$ cat src/rtl/load_store_unit.sv
// rtl/load_store_unit.sv - byte/half/word load-store sequencer over a 32-bit big-endian memory window
module load_store_unit (
  input  logic        clk,
  input  logic        rst,
  input  logic        req_valid,
  output logic        req_ready,
  input  logic        req_write,
  input  logic [1:0]  req_size,
  input  logic        req_signed,
  input  logic [5:0]  req_addr,
  input  logic [31:0] req_wdata,
  output logic        resp_valid,
  output logic [31:0] resp_rdata,
  output logic        resp_err,
  output logic [5:0]  mem_address,
  output logic [31:0] mem_writeData,
  output logic        mem_memwrite,
  output logic        mem_memread,
  input  logic [31:0] mem_out32
);

  typedef enum logic [1:0] {IDLE, READ, WRITE, RESP} state_t;

  localparam logic [1:0] SZ_BYTE = 2'b00;
  localparam logic [1:0] SZ_HALF = 2'b01;
  localparam logic [1:0] SZ_WORD = 2'b10;
  localparam logic [1:0] SZ_RSVD = 2'b11;

  state_t      state, state_next;
  logic        l_write, l_signed, l_err;
  logic [1:0]  l_size;
  logic [5:0]  l_addr;
  logic [31:0] l_wdata;
  logic [31:0] rd;
  logic        accept;
  logic        req_err;
  logic [31:0] load_result;

  assign accept = req_valid && req_ready;

  // Reject reserved size, misalignment, and any access whose 4-byte window would pass byte 50
  always_comb begin
    req_err = 1'b0;
    if (req_size == SZ_RSVD) req_err = 1'b1;
    if (req_size == SZ_HALF && req_addr[0]) req_err = 1'b1;
    if (req_size == SZ_WORD && req_addr[1:0] != 2'b00) req_err = 1'b1;
    if (req_addr > 6'd47) req_err = 1'b1;
  end

  // State register, request latch and read-capture register
  always_ff @(posedge clk) begin
    if (rst) begin
      state    <= IDLE;
      l_write  <= 1'b0;
      l_signed <= 1'b0;
      l_err    <= 1'b0;
      l_size   <= 2'b00;
      l_addr   <= 6'd0;
      l_wdata  <= 32'd0;
      rd       <= 32'd0;
    end else begin
      state <= state_next;
      if (accept) begin
        l_write  <= req_write;
        l_signed <= req_signed;
        l_err    <= req_err;
        l_size   <= req_size;
        l_addr   <= req_addr;
        l_wdata  <= req_wdata;
      end
      if (state == READ) rd <= mem_out32;
    end
  end

  // Next state: sub-word stores read first so untouched bytes are written back unchanged
  always_comb begin
    state_next = state;
    case (state)
      IDLE: begin
        if (accept) begin
          if (req_err)                  state_next = RESP;
          else if (!req_write)          state_next = READ;
          else if (req_size == SZ_WORD) state_next = WRITE;
          else                          state_next = READ;
        end
      end
      READ:    state_next = l_write ? WRITE : RESP;
      WRITE:   state_next = RESP;
      RESP:    state_next = IDLE;
      default: state_next = IDLE;
    endcase
  end

  // Load data extraction from the big-endian capture (addressed byte sits in bits 31:24)
  always_comb begin
    load_result = rd;
    case (l_size)
      SZ_HALF: load_result = {{16{l_signed & rd[31]}}, rd[31:16]};
      SZ_BYTE: load_result = {{24{l_signed & rd[31]}}, rd[31:24]};
      default: load_result = rd;
    endcase
  end

  // Memory and response outputs; strobes are gated by reset so an in-flight write is dropped
  always_comb begin
    req_ready     = (state == IDLE);
    mem_memread   = (state == READ) && !rst;
    mem_memwrite  = (state == WRITE) && !rst;
    mem_address   = 6'd0;
    mem_writeData = 32'd0;
    resp_valid    = (state == RESP) && !rst;
    resp_err      = resp_valid && l_err;
    resp_rdata    = 32'd0;
    if (state == READ || state == WRITE) mem_address = l_addr;
    if (state == WRITE) begin
      case (l_size)
        SZ_WORD: mem_writeData = l_wdata;
        SZ_HALF: mem_writeData = {l_wdata[15:0], rd[15:0]};
        default: mem_writeData = {l_wdata[7:0], rd[23:0]};
      endcase
    end
    if (resp_valid && !l_write && !l_err) resp_rdata = load_result;
  end

endmodule

$ cat config.mk
export PLATFORM = sky130hd
export DESIGN_NAME = load_store_unit
export DESIGN_NICKNAME = d
export VERILOG_FILES = /design/src/rtl/load_store_unit.sv
export SDC_FILE = /design/constraint.sdc
export NUM_CORES = 1
export LEC_CHECK = 0
export CAP_MARGIN = 20
export CORE_ASPECT_RATIO = 0.7
export CORE_UTILIZATION = 45
export DETAILED_ROUTE_END_ITERATION = 10
export GPL_ROUTABILITY_DRIVEN = 0
export PLACE_DENSITY = 0.82
export SYNTH_ARGS = -nofsm -noshare
export SYNTH_HDL_FRONTEND = slang
export SYNTH_SLANG_ARGS = --single-unit
$ cat constraint.sdc
create_clock -name clk -period 2 [get_ports clk]
set_clock_uncertainty 0.1 [all_clocks]
set_input_delay 0.2 -clock clk [delete_from_list [all_inputs] [get_ports clk]]
set_output_delay 0.2 -clock clk [all_outputs]
set_load 0.02 [all_outputs]
==> impl_metrics.env, run 1 <==
export IMPL_synth_edf_count=0
export IMPL_yosysTopAreaCell="dfxtp_1"
export IMPL_power_density_nw_per_um2=1020
export IMPL_port_buffers=151
export IMPL_vias=4748
export IMPL_drtIter0Drc=427
export IMPL_grt_pass1_vias=4254
export IMPL_netlist_area_sq_um=4150
export IMPL_grt_pass1_wl_mm=22.4
export IMPL_cp_slowest_cell="dfxtp_4"
export IMPL_post_route_util=0.767
export IMPL_cts_buffers=9
export IMPL_drt_wirelength_per_cell_um=20.2
export IMPL_synth_net_count=600
export IMPL_cp_arrival_ns=1.83
export IMPL_worst_slew_pin_slew_ns=0.589
export IMPL_drive_gt1_frac=0.290
export IMPL_swShare=0.367
export IMPL_clkLatencyLatePin_ns=0.33
export IMPL_cap_violations=0
export IMPL_first_pass_iters=5
export IMPL_crit_path_end_kind="output port"
export IMPL_worst_setup_path_start_kind="register"
export IMPL_pwr_share_comb=0.411
export IMPL_ys_seq_area_frac=0.372
export IMPL_path_class="register to output port"
export IMPL_r2r_start="state[0]$_SDFFE_PP0P_"
export IMPL_fillers=575
export IMPL_relSlewSlack=0.607
export IMPL_hold_class="input pin to register"
export IMPL_required_ns=1.70
export IMPL_postCtsHoldBufs=0
export IMPL_period_needed_ns=2.13
export IMPL_ys_ff_latch=77
export IMPL_antenna_found_initial=0
export IMPL_worstReg2RegEnd="rd[26]$_SDFFE_PP0N_"
export IMPL_leakage_uw=0.00274
export IMPL_hold_start="rst"
export IMPL_h_tree_depth=3
export IMPL_grt_overflow=0
export IMPL_internal_power_uw=4290
export IMPL_dieArea_sq_um=9610
export IMPL_start_util=0.478
export IMPL_synthCells=516
export IMPL_grt_max_degree=80
export IMPL_synth_avg_cell_area_sq_um=8.04
export IMPL_rsz0062_at_grt="yes"
export IMPL_setup_viol=61
export IMPL_syn2layout_area_growth_pct=60.5
export IMPL_synth_warning_count=0
export IMPL_max_freq_mhz=470
export IMPL_ant_nets=0
export IMPL_num_io_pins=152
export IMPL_routed_via_density=5.91
export IMPL_wl_mm=16.2
export IMPL_synth_async_sr_flop_share=0
export IMPL_synth_ff_type="dfxtp_1"
export IMPL_vdd_ir_drop_max_v=0.000503
export IMPL_die_h_um=82.3
export IMPL_cts_sinks=77
export IMPL_num_rows=28
export IMPL_coreArea_sq_um=8690
export IMPL_clk_path_buf_depth=2
export IMPL_clk_pin_slew_worst_paths_ns=0.06
export IMPL_final_nets=762
export IMPL_finalCritPeriodShare=1.06
export IMPL_p_switching_uw=2490
export IMPL_synth_top_area_frac=0.372
export IMPL_clkPwrFrac=0.265
export IMPL_ys_types=33
export IMPL_cts_tree="done"
export IMPL_dp_hpwl_mm=10.3
export IMPL_cp_max_fo=16
export IMPL_fin_ws_ns=-0.127
export IMPL_die_w_um=117
export IMPL_drc=0
export IMPL_hold_path_depth=3
export IMPL_critical_path_max_stage_delay_ns=0.36
export IMPL_hold_path_end="l_addr[1]$_SDFFE_PP0P_"
export IMPL_seqPwrFrac=0.324
export IMPL_crit_chain="buf_6 > ha_4 > nor2_4 > buf_12 > a22oi_1 > a21oi_1 > buf_4"
export IMPL_grt_usage=0.313
export IMPL_clockRootBuffer="clkbuf_16"
export IMPL_violations="setup timing"
export IMPL_outcome="finished, violations left"
export IMPL_regToRegSetupSlack_ns=0.20
export IMPL_p_total_uw=6790
export IMPL_hold_violations=0
export IMPL_drv_slew=0
export IMPL_ys_top_cells_by_area="dfxtp_1 (37%), nand2_1 (11%), a21oi_1 (9.0%)"
export IMPL_r2r_cells=5
export IMPL_setup_tns_ns=-4.30
export IMPL_antennaDiodeCount=0
[area by class of cell]
cell class	instances	area (sq um)	share of cell area
timing repair buffer	197	2040	0.306
multi-input combinational	387	2560	0.385
clock buffer	11	253	0.0379
tap	120	150	0.0225
inverter	6	27.5	0.00413
sequential	77	1550	0.233
clock inverter	5	81.3	0.0122
[cell families (layout without fill, tap and decap cells)]
kind of cell	count (synthesis)	in the layout	share of synthesized area
DFF	77	77	0.372
AOI/OAI and AO/OA	148	148	0.248
muxes	32	32	0.0772
and+or+nand+nor	199	200	0.207
buffers and inverters	53	219	0.0754
adders and majority gates	7	7	0.0211
[flip-flops by register name, summed over array words and instances, names as in the netlist]
signal	count
rd	32
state	2
l_addr	6
l_size	2
l_err	1
l_wdata	32
l_write	1
l_signed	1
[layout by cell type (no fill, tap or decap), types with 2 or more instances in the layout]
master / n
dfxtp_1: 74
buf_6: 38
nand2_4: 3
buf_12: 13
clkbuf_8: 2
and2_1: 9
a22oi_1: 22
nand2_2: 7
nor2b_1: 18
a21oi_1: 60
buf_4: 51
dfxtp_4: 2
bufinv_16: 2
clkbuf_16: 11
inv_4: 2
ha_1: 2
nor2_1: 35
nand2_1: 116
ha_4: 3
a22oi_2: 26
dlygate4sd2_1: 11
ha_2: 2
a21oi_2: 13
clkdlybuf4s50_1: 75
o211a_1: 16
inv_1: 4
nand2b_4: 2
buf_2: 5
mux2i_1: 32
a21oi_4: 2
[power groups by stage]
stage	combinational (uW)	clock (uW)	sequential [uW]
after CTS	2390	1800	2140
after global placement	2210	0	2150
final	2790	1800	2200
after floorplan	1570	0	2030
after global routing	2960	1870	2210
after detailed placement	2280	0	2160
[metrics by stage]
step                      std cells  area [sq um]  hold slack, ns  setup WS, ns
after CTS                       789          6040           0.287        -0.131
after floorplan                 516          4150           0.236         0.160
after global routing            803          6660           0.299        -0.181
after detailed placement        767          5830           0.345        -0.339
final                           803          6660           0.286        -0.127
after global placement          767          5830           0.341        -0.250
[worst max-delay path by stage]
| stage | start | to | cells after the start |
|---|---|---|---|
| after floorplan | l_size[0]$_SDFFE_PP0P_ | mem_writeData[10] | 8 |
| after global placement | l_size[0]$_SDFFE_PP0P_ | mem_writeData[2] | 7 |
| after detailed placement | l_size[0]$_SDFFE_PP0P_ | mem_writeData[5] | 7 |
| after CTS | l_size[0]$_SDFFE_PP0P_ | mem_writeData[3] | 8 |
| after global routing | l_size[0]$_SDFFE_PP0P_ | resp_rdata[28] | 7 |
| final | l_size[0]$_SDFFE_PP0P_ | resp_rdata[12] | 7 |
[what timing repair did]
| action | in CTS | in global routing |
|---|---|---|
| setup endpoints to repair | 75 | 70 |
| setup buffers | 4 | 10 |
| pin swaps | 10 | 21 |
| cloned | 2 | 4 |
| gates resized for setup | 309 | 131 |
[synthesized netlist by cell type, types with 7 or more instances]
cell type and instances:
buf_2 22, and2_1 10, o211a_1 16, clkbuf_1 11
dfxtp_1 77, ha_1 7, a22oi_1 38, mux2i_1 32
a21oi_1 75, nor2b_1 18, nor2_1 35, a22oi_2 10
nand2_1 126, buf_6 9
[critical path: cells and delay by family, from the launching register on]
family	cells	cell delay, ns
compound gates	2	0.27
simple gates	1	0.19
fa+ha+maj	1	0.19
flops	1	0.36
buf+inv	3	0.48
[per-layer routing]
metal | up-vias | global-route usage | wire, um
li1 | 2115 | - | -
met1 | 2244 | 0.417 | 6400
met2 | 323 | 0.504 | 7350
met3 | 66 | 0.0715 | 1850
met4 | 0 | 0.0962 | 627
met5 | - | 0 | 0
(Power assumes the default switching activity.)
==> inputs of run 2 (changes only) <==
--- a/config.mk
+++ b/config.mk
@@ -5,8 +5,10 @@
 export SDC_FILE = /design/constraint.sdc
 export NUM_CORES = 1
 export LEC_CHECK = 0
+export ABC_CLOCK_PERIOD_IN_PS = 2000
 export CAP_MARGIN = 20
 export CORE_ASPECT_RATIO = 0.7
+export CORE_MARGIN = 2
 export CORE_UTILIZATION = 45
 export DETAILED_ROUTE_END_ITERATION = 10
 export GPL_ROUTABILITY_DRIVEN = 0
==> run 2 against run 1 <==
Compared with the run above:
- the flow still finishes with violations (setup timing)
- global-route usage down 3.3 points
- final area down 1.3%
- fmax up 2.2%
- cell count down 0.87%
- utilization down 3.6 points
- count of clock-buffer cells in the layout down 1
- routed wire length down 5.7%
- combinational power down 5%
- register-to-register slack better by 0.06 ns
- critical path type unchanged
- largest cell class unchanged
==> impl_metrics.env, run 2 (same netlist as run 1, synthesis figures left out) <==
export IMPL_outcome="finished, violations left"
export IMPL_violations="setup timing"
export IMPL_drtIter0Drc=485
export IMPL_start_util=0.461
export IMPL_drive_gt1_frac=0.332
export IMPL_clkLatencyLatePin_ns=0.33
export IMPL_final_area_sq_um=6570
export IMPL_antennaDiodeCount=0
export IMPL_crit_path_end_kind="output port"
export IMPL_drv_slew=0
export IMPL_grt_pass1_vias=4220
export IMPL_die_w_um=119
export IMPL_cp_arrival_ns=1.78
export IMPL_wl_mm=15.3
export IMPL_coreArea_sq_um=9000
export IMPL_clk_pin_slew_worst_paths_ns=0.06
export IMPL_vdd_ir_drop_max_v=0.000589
export IMPL_port_buffers=151
export IMPL_worst_slew_pin_slew_ns=0.563
export IMPL_postCtsHoldBufs=0
export IMPL_leakage_uw=0.00260
export IMPL_drt_wirelength_per_cell_um=19.2
export IMPL_clk_path_buf_depth=2
export IMPL_cts_sinks=77
export IMPL_top_regs="l_wdata: 32 flops, rd: 32 flops, l_addr: 6 flops"
export IMPL_clockRootBuffer="clkbuf_16"
export IMPL_mostFrequentLayoutCell="nand2_1"
export IMPL_hold_class="input pin to register"
export IMPL_routed_via_density=5.65
export IMPL_regArea_sq_um=1550
export IMPL_setup_viol=45
export IMPL_hold_violations=0
export IMPL_relSlewSlack=0.624
export IMPL_num_rows=29
export IMPL_fillers=651
export IMPL_power_density_nw_per_um2=966
export IMPL_grt_max_degree=52
export IMPL_required_ns=1.70
export IMPL_finalCritPeriodShare=1.04
export IMPL_path_class="register to output port"
export IMPL_grt_overflow=0
export IMPL_rsz0062_at_grt="yes"
export IMPL_worst_setup_path_start_kind="register"
export IMPL_cp_max_fo=5
export IMPL_dieArea_sq_um=10000
export IMPL_cts_buffers=9
export IMPL_antenna_found_initial=0
export IMPL_dp_hpwl_mm=10.2
export IMPL_place_area_sq_um=5840
export IMPL_drc=0
export IMPL_first_pass_iters=5
export IMPL_max_freq_mhz=481
export IMPL_vias=4498
export IMPL_final_cell_mix="nand2_1 (111), clkdlybuf4s50_1 (75), dfxtp_1 (74)"
export IMPL_cap_violations=0
export IMPL_cts_tree="done"
export IMPL_period_needed_ns=2.08
export IMPL_die_h_um=84.3
export IMPL_syn2layout_area_growth_pct=58.4
export IMPL_whs_ns=0.305
export IMPL_fin_ws_ns=-0.0810
export IMPL_h_tree_depth=3
export IMPL_multiInputGateArea_sq_um=2670
export IMPL_ant_nets=0
export IMPL_grt_pass1_wl_mm=22.2
export IMPL_grt_usage=0.279
export IMPL_num_io_pins=152
export IMPL_final_nets=751
run 2: changes by cell type in the layout (fill, tap and decap cells not counted), moves of 7 or more:
cell           before  now
a22oi_1            22    3
a22oi_2            26   45
a21oi_1            60   53
a21oi_2            13   20
dlygate4sd2_1      11    4
nand2_2             7   14
run 2: worst paths after layout:
check,from,endpoint,slack [ns],cells after the start
worst max register to register,state[0]$_SDFFE_PP0P_,state[0]$_SDFFE_PP0P_,0.26,5
worst max-delay path,l_size[1]$_SDFFE_PP0P_,resp_rdata[27],-0.08,7
worst min register to register,l_addr[1]$_SDFFE_PP0P_,l_addr[1]$_SDFFE_PP0P_,0.35,2
worst min-delay path,rst,rd[29]$_SDFFE_PP0N_,0.30,3
run 2: timing repair:
action / 4_1_cts / 5_1_grt
pin swaps: 15 / 28
endpoints found under the setup margin: 75 / 70
cloned: 1 / 5
setup buffers: 0 / 1
gates resized for setup: 366 / 117
run 2: metrics by stage:
step	total power, uW	setup slack (ns)	instances	util	setup TNS (ns)
5_1_grt	6610	-0.109	796	0.730	-3.52
2_1_floorplan	3590	0.160	516	-	0
3_5_place_dp	4420	-0.283	773	0.649	-11.87
4_1_cts	6030	-0.0496	790	0.682	-0.218
3_3_place_gp	4340	-0.209	773	0.649	-10.21
6_report	6350	-0.0810	796	0.730	-1.34
run 2: layout make-up:
cell class | count | area share
clock inverter | 6 | 0.00590
timing repair buffer | 187 | 0.290
sequential | 77 | 0.235
tap | 124 | 0.0236
clock buffer | 10 | 0.0348
multi-input combinational | 386 | 0.406
inverter | 6 | 0.00381
run 2: power breakdown:
part,leakage [uW],internal [uW],switching (uW)
combinational,0.00183,1230,1430
sequential,0.000632,1820,392
clock,0.000129,837,639
run 2: metal layers:
layer | wire length (um) | up-vias | global-route usage | part of all wire
li1 | - | 2089 | - | -
met1 | 6450 | 2135 | 0.384 | 0.42
met2 | 7070 | 245 | 0.423 | 0.46
met3 | 1460 | 29 | 0.0747 | 0.095
met4 | 323 | 0 | 0.0996 | 0.021
met5 | 0 | - | 0 | 0
run 2: critical path, cell delays in order (launching register included):
cell	delay [ns]
dfxtp_2	0.34
inv_2	0.07
ha_4	0.18
buf_6	0.14
o211ai_4	0.25
buf_4	0.22
a21oi_1	0.08
buf_4	0.16
